==> src/rtl/synth_cdc_ctrl.sv <==
// CPU-side controller for the cpu_to_synth_cdc handshake: MMIO writes land in shadow
// registers and are shipped as coherent snapshots over a 4-phase req/ack transfer.
module synth_cdc_voice #(
  parameter int FCW_W = 24
) (
  input  logic             clk,
  input  logic             rst_n,
  input  logic             wr,
  input  logic             snap,
  input  logic [FCW_W-1:0] data,
  output logic [FCW_W-1:0] cdc_fcw
);
  logic [FCW_W-1:0] shadow;

  // snapshot reads the pre-edge shadow, so a write on the snapshot edge waits for the next transfer
  always_ff @(posedge clk or negedge rst_n) begin
    if (!rst_n) begin
      shadow  <= '0;
      cdc_fcw <= '0;
    end else begin
      if (wr)   shadow  <= data;
      if (snap) cdc_fcw <= shadow;
    end
  end
endmodule

module synth_cdc_ctrl #(
  parameter int N_VOICES    = 1,
  parameter int FCW_W       = 24,
  parameter int SHIFT_W     = 5,
  parameter int ACK_TIMEOUT = 1023
) (
  input  logic                      clk,
  input  logic                      rst_n,
  input  logic                      wr_en,
  input  logic [5:0]                wr_addr,
  input  logic [FCW_W-1:0]          wr_data,
  input  logic                      err_clr,
  input  logic                      cdc_ack,
  output logic                      cdc_req,
  output logic [N_VOICES*FCW_W-1:0] cdc_carrier_fcws,
  output logic [FCW_W-1:0]          cdc_mod_fcw,
  output logic [SHIFT_W-1:0]        cdc_mod_shift,
  output logic [N_VOICES-1:0]       cdc_note_en,
  output logic [SHIFT_W-1:0]        cdc_synth_shift,
  output logic                      busy,
  output logic                      dirty,
  output logic                      err,
  output logic [15:0]               xfer_cnt
);
  localparam int WD0   = (FCW_W > N_VOICES) ? FCW_W : N_VOICES;
  localparam int WD    = (WD0 > SHIFT_W) ? WD0 : SHIFT_W;
  localparam int CNT_W = (ACK_TIMEOUT > 1) ? $clog2(ACK_TIMEOUT) : 1;
  localparam logic [CNT_W-1:0] CNT_LAST = CNT_W'(ACK_TIMEOUT - 1);

  typedef enum logic [1:0] {IDLE, REQ, REL} state_t;

  state_t                              state;
  logic [CNT_W-1:0]                    cnt;
  logic                                timed_out;
  logic [WD-1:0]                       wr_wide;
  logic                                voice_hit, wr_accept, start, tmo;
  logic [FCW_W-1:0]                    sh_mod_fcw;
  logic [SHIFT_W-1:0]                  sh_mod_shift, sh_synth_shift;
  logic [N_VOICES-1:0]                 sh_note_en;
  logic [N_VOICES-1:0][FCW_W-1:0]      car;

  assign wr_wide   = WD'(wr_data);
  assign voice_hit = wr_en && !wr_addr[5] && ({1'b0, wr_addr[4:0]} < 6'(N_VOICES));
  assign wr_accept = voice_hit || (wr_en && wr_addr[5:2] == 4'b1000);
  assign start     = (state == IDLE) && dirty && !cdc_ack && !err;
  assign tmo       = (state == REQ) && !cdc_ack && (cnt == CNT_LAST);
  assign busy      = (state != IDLE);

  for (genvar g = 0; g < N_VOICES; g++) begin : g_voice
    synth_cdc_voice #(.FCW_W(FCW_W)) u_voice (
      .clk     (clk),
      .rst_n   (rst_n),
      .wr      (voice_hit && (wr_addr[4:0] == 5'(g))),
      .snap    (start),
      .data    (wr_data),
      .cdc_fcw (car[g])
    );
  end
  assign cdc_carrier_fcws = car;

  always_ff @(posedge clk or negedge rst_n) begin
    if (!rst_n) begin
      sh_mod_fcw      <= '0;
      sh_mod_shift    <= '0;
      sh_note_en      <= '0;
      sh_synth_shift  <= '0;
      cdc_mod_fcw     <= '0;
      cdc_mod_shift   <= '0;
      cdc_note_en     <= '0;
      cdc_synth_shift <= '0;
    end else begin
      if (wr_en) begin
        case (wr_addr)
          6'h20:   sh_mod_fcw     <= wr_data;
          6'h21:   sh_mod_shift   <= wr_wide[SHIFT_W-1:0];
          6'h22:   sh_note_en     <= wr_wide[N_VOICES-1:0];
          6'h23:   sh_synth_shift <= wr_wide[SHIFT_W-1:0];
          default: ;
        endcase
      end
      if (start) begin
        cdc_mod_fcw     <= sh_mod_fcw;
        cdc_mod_shift   <= sh_mod_shift;
        cdc_note_en     <= sh_note_en;
        cdc_synth_shift <= sh_synth_shift;
      end
    end
  end

  always_ff @(posedge clk or negedge rst_n) begin
    if (!rst_n) begin
      state     <= IDLE;
      cdc_req   <= 1'b0;
      cnt       <= '0;
      timed_out <= 1'b0;
      dirty     <= 1'b0;
      err       <= 1'b0;
      xfer_cnt  <= '0;
    end else begin
      case (state)
        IDLE: if (start) begin
          state     <= REQ;
          cdc_req   <= 1'b1;
          cnt       <= '0;
          timed_out <= 1'b0;
        end
        REQ: begin
          if (cdc_ack) begin
            state   <= REL;
            cdc_req <= 1'b0;
          end else if (cnt == CNT_LAST) begin
            state     <= REL;
            cdc_req   <= 1'b0;
            timed_out <= 1'b1;
          end else begin
            cnt <= cnt + 1'b1;
          end
        end
        REL: if (!cdc_ack) begin
          state <= IDLE;
          if (!timed_out) xfer_cnt <= xfer_cnt + 16'd1;
        end
        default: begin
          state   <= IDLE;
          cdc_req <= 1'b0;
        end
      endcase
      // later assignments win: a fresh write or a failed transfer keeps data pending
      if (start)     dirty <= 1'b0;
      if (tmo)       dirty <= 1'b1;
      if (wr_accept) dirty <= 1'b1;
      if (err_clr)   err   <= 1'b0;
      if (tmo)       err   <= 1'b1;
    end
  end
endmodule

==> config.mk <==
export PLATFORM = sky130hd
export DESIGN_NAME = synth_cdc_ctrl
export DESIGN_NICKNAME = d
export VERILOG_FILES = /design/src/rtl/synth_cdc_ctrl.sv
export SDC_FILE = /design/constraint.sdc
export NUM_CORES = 1
export LEC_CHECK = 0
export CAP_MARGIN = 20
export CORE_ASPECT_RATIO = 1.2
export CORE_UTILIZATION = 50
export CTS_CLUSTER_SIZE = 12
export DETAILED_ROUTE_END_ITERATION = 16
export GPL_TIMING_DRIVEN = 0
export PLACE_DENSITY = 0.76
export SKIP_LAST_GASP = 1
export SYNTH_ARGS = -nofsm -noshare
export SYNTH_HDL_FRONTEND = slang
export SYNTH_SLANG_ARGS = --single-unit
==> constraint.sdc <==
create_clock -name clk -period 2.1 [get_ports clk]
set_clock_uncertainty 0.1 [all_clocks]
set_input_delay 0.525 -clock clk [delete_from_list [all_inputs] [get_ports clk]]
set_output_delay 0.525 -clock clk [all_outputs]
set_load 0.02 [all_outputs]
==> key figures <==
Yosys
  – Warning count from the yosys run: 0
  – Unique cell type count in the Yosys netlist: between 40 and 50
  – Cells after Synth: 539
  – Synthesized area per cell: about 11 um2
  – Synth Net Count: 577
  – Top_reg_cell synth: dfrtp_1
  – Cell Area, Synth: 6040 um2
  – Async SR Flop Fraction: 1.000
  – EDFF count, synth: 0
  – #FFs+latches synth: 150
  – Sequential fraction of the synthesis area: 0.6215

Pwr
  – Pwr dens: 1362 nW/um2
  – Leakage: 4.149 nW
  – Pwr Total: between 10 and 15 mW
  – Worst vdd ir: 0.8614 mV

Timing
  – Final setup slack of the worst path: just over 0.05 ns
  – Setup TNS: 0 ns
  – Hold Violations, Final: 0
  – Period utilization: 0.9757
  – Finish-stage setup viols: 0
  – Final slew viol count: 0
  – Rel. slew slack: 0.5382
  – Hold_ws: 0.03756 ns
  – Crit path time final: 2.049 ns
  – Max Freq: around 500 MHz
  – RSZ-0062 raised after global routing: no
  – Slew of the pin with the lowest slew margin: just under 0.7 ns

Placed design
  – Dpl ws: -0.5642 ns
  – Cell Area, Placed: 7386 um2
  – HPWL after detailed placement: 9281 um
  – Port bufs: 112
  – Dpl cells: 809
  – Gp weighted congestion: ~0.76

Clock network
  – Bufs on Longest Clock Path: 2
  – Num CTS Buffers: 17
  – Hold-fix buffers, CTS: 0
  – Clock tree from TritonCTS: done
  – Clk Latency, worst-skew pair: 0.41 ns
  – Htree depth: 4
  – Worst-path clk slew: 0.06 ns
  – CTS root buf: clkbuf_16
  – Clock sink count: 150

GRT
  – Number of global-route vias before repair: 4567
  – Total grt overflow: 0
  – Initial antenna violation count: 0
  – First-pass GRT wire length: 22100 um
  – Largest net degree at the start of global routing: 77
  – Overall Global Routing Usage: 0.2342

Routing
  – Vias post-DR: roughly 4400
  – Vias per inst: between 5 and 6
  – WL per Instance: roughly 16 um
  – TritonRoute pass-1 iters: 5
  – DRT Wirelength: 13510 um
  – First DRT Iteration DRCs: 186
  – Antenna Violating Nets Remaining: 0
  – DRC Markers: 0

Finish
  – Fillers: 839
  – Fraction of layout cells with a size suffix above 1: 0.1771
  – Most common cell after layout, fill and taps aside: nand2_1
  – N_diodes: 0
  – Area growth syn-to-layout: 33.93%
  – Final Instance Area: 8089 um2
  – Final #Nets: a little over 700
  – Commonest non-fill, non-tap cells in the layout: 194 x nand2_1, 150 x dfrtp_1, 95 x clkdlybuf4s50_1
  – Final Core Density: 0.6929
  – Finished Layout Cells: 846

Setup path
  – Reg2reg end: xfer_cnt[14]
  – Critical path type: input pin to flip-flop
  – Crit. Startpoint: wr_addr[4]
  – Cell Chain, Critical Path: clkdlybuf4s50_1 -> nor4b_4 -> and2_1 -> nand2_2 -> buf_4 -> mux2_2
  – Crit path max-delay family: simple AND/OR/NAND/NOR gates
  – Critical path buffers and inverters: 2
  – Max Fanout on Critical Path: 10
  – Setup crit end kind: flip-flop
  – R2R cell count: 5
  – Worst reg2reg setup slack: 0.09 ns
  – Worst path slowest cell: clkdlybuf4s50_1
  – WP data arrival: about 2.3 ns
  – Slowest stage delay, CP: 0.45 ns
  – Critical path launch point type: input pin
  – Crit path depth: 6
  – Crit Reg-Reg Startpoint: state[0]
  – Critical path required time: 2.30 ns

Outcome
  – Status: completed

Min path
  – Hold WC Path Type: input pin to async pin

Floorplan
  – Initial Utilization: 0.5173
  – Die Ht: 122.4 um
  – Rows: 43
  – Io pins: 114
  – Placeable Area: 11670 um2
  – Die area: 12520 um2
  – Die X: 102.3 um

Run
  – Max Cap Violations: 0
## sequential cells by signal (all words and copies together) (netlist names), 2 cells and up
name,cells
cdc_mod_fcw,24
g_voice.u_voice.cdc_fcw,24
g_voice.u_voice.shadow,24
sh_mod_fcw,24
xfer_cnt,16
cnt,10
cdc_mod_shift,5
cdc_synth_shift,5
sh_mod_shift,5
sh_synth_shift,5
state,2
## logic make-up (layout without fill, tap and decap cells)
family,Yosys count,count (layout),synth area share
and+or+nand+nor,249,249,0.1811
xor gates and xnor gates,15,15,0.02175
adders and majority gates,3,3,0.006216
DFF,150,150,0.6215
buffers and inverters,31,181,0.02217
muxes,62,62,0.1150
AOI/OAI and AO/OA,29,29,0.03232
## synthesized netlist by cell type (all sizes together) (3+ instances only)
| cell | count | area share |
|---|---|---|
| and3 | 3 | 0.0031 |
| dfrtp | 150 | 0.62 |
| clkbuf | 14 | 0.0087 |
| xor2 | 5 | 0.0073 |
| nand2 | 195 | 0.12 |
| mux2i | 3 | 0.0050 |
| ha | 3 | 0.0062 |
| o22ai | 3 | 0.0031 |
| a21oi | 5 | 0.0041 |
| o31ai | 3 | 0.0037 |
| a31oi | 4 | 0.0041 |
| mux2 | 59 | 0.11 |
| inv | 9 | 0.0056 |
| nand3b | 3 | 0.0037 |
| xnor2 | 10 | 0.015 |
| o21ai | 5 | 0.0041 |
| nor2 | 10 | 0.0062 |
| nor4 | 4 | 0.0077 |
| buf | 8 | 0.0079 |
| nand4 | 6 | 0.0073 |
| nor3 | 3 | 0.0025 |
| nand3 | 11 | 0.0091 |
## area by class of cell
class / count / area, um2 / share of cell area
tap: 157 / 196.4 / 0.02428
buffer: 22 / 115.1 / 0.01423
timing repair buffer: 118 / 1205 / 0.1490
inverter: 9 / 33.78 / 0.004176
clock inverter: 12 / 152.6 / 0.01887
clock buffer: 20 / 446.7 / 0.05522
sequential: 150 / 3754 / 0.4640
multi-input combinational: 358 / 2186 / 0.2702
## where the power goes
group          internal (mW)  switching, mW  total (mW)
clock                   1.90           1.16        3.06
sequential              3.71          0.538        4.25
combinational           1.67           2.04        3.71
## what timing repair did
| action | 4_1_cts | 5_1_grt |
|---|---|---|
| setup buffers | 2 | 3 |
| pin swaps | 1 | 1 |
| gates resized for setup | 15 | 24 |
| hold endpoints to repair | 0 | 0 |
| setup endpoints to repair | 102 | 93 |
## how the worst max path moves through the flow
| stage | endpoint | slack [ns] |
|---|---|---|
| 5_1_grt | xfer_cnt[8] | 0.003 |
| 2_1_floorplan | xfer_cnt[12] | 0.05 |
| 6_report | sh_mod_fcw[12] | 0.05 |
| 3_3_place_gp | cdc_mod_fcw[12] | -5.32 |
| 3_5_place_dp | g_voice[0].u_voice.shadow[11] | -0.56 |
| 4_1_cts | busy | -0.11 |
## per-layer routing
metal	share of wire	global-route usage
met1	0.40	0.2759
met2	0.52	0.3897
met3	0.069	0.08713
met4	0.011	0.08661
met5	0	0
Power figures use the tool's default switching activity.
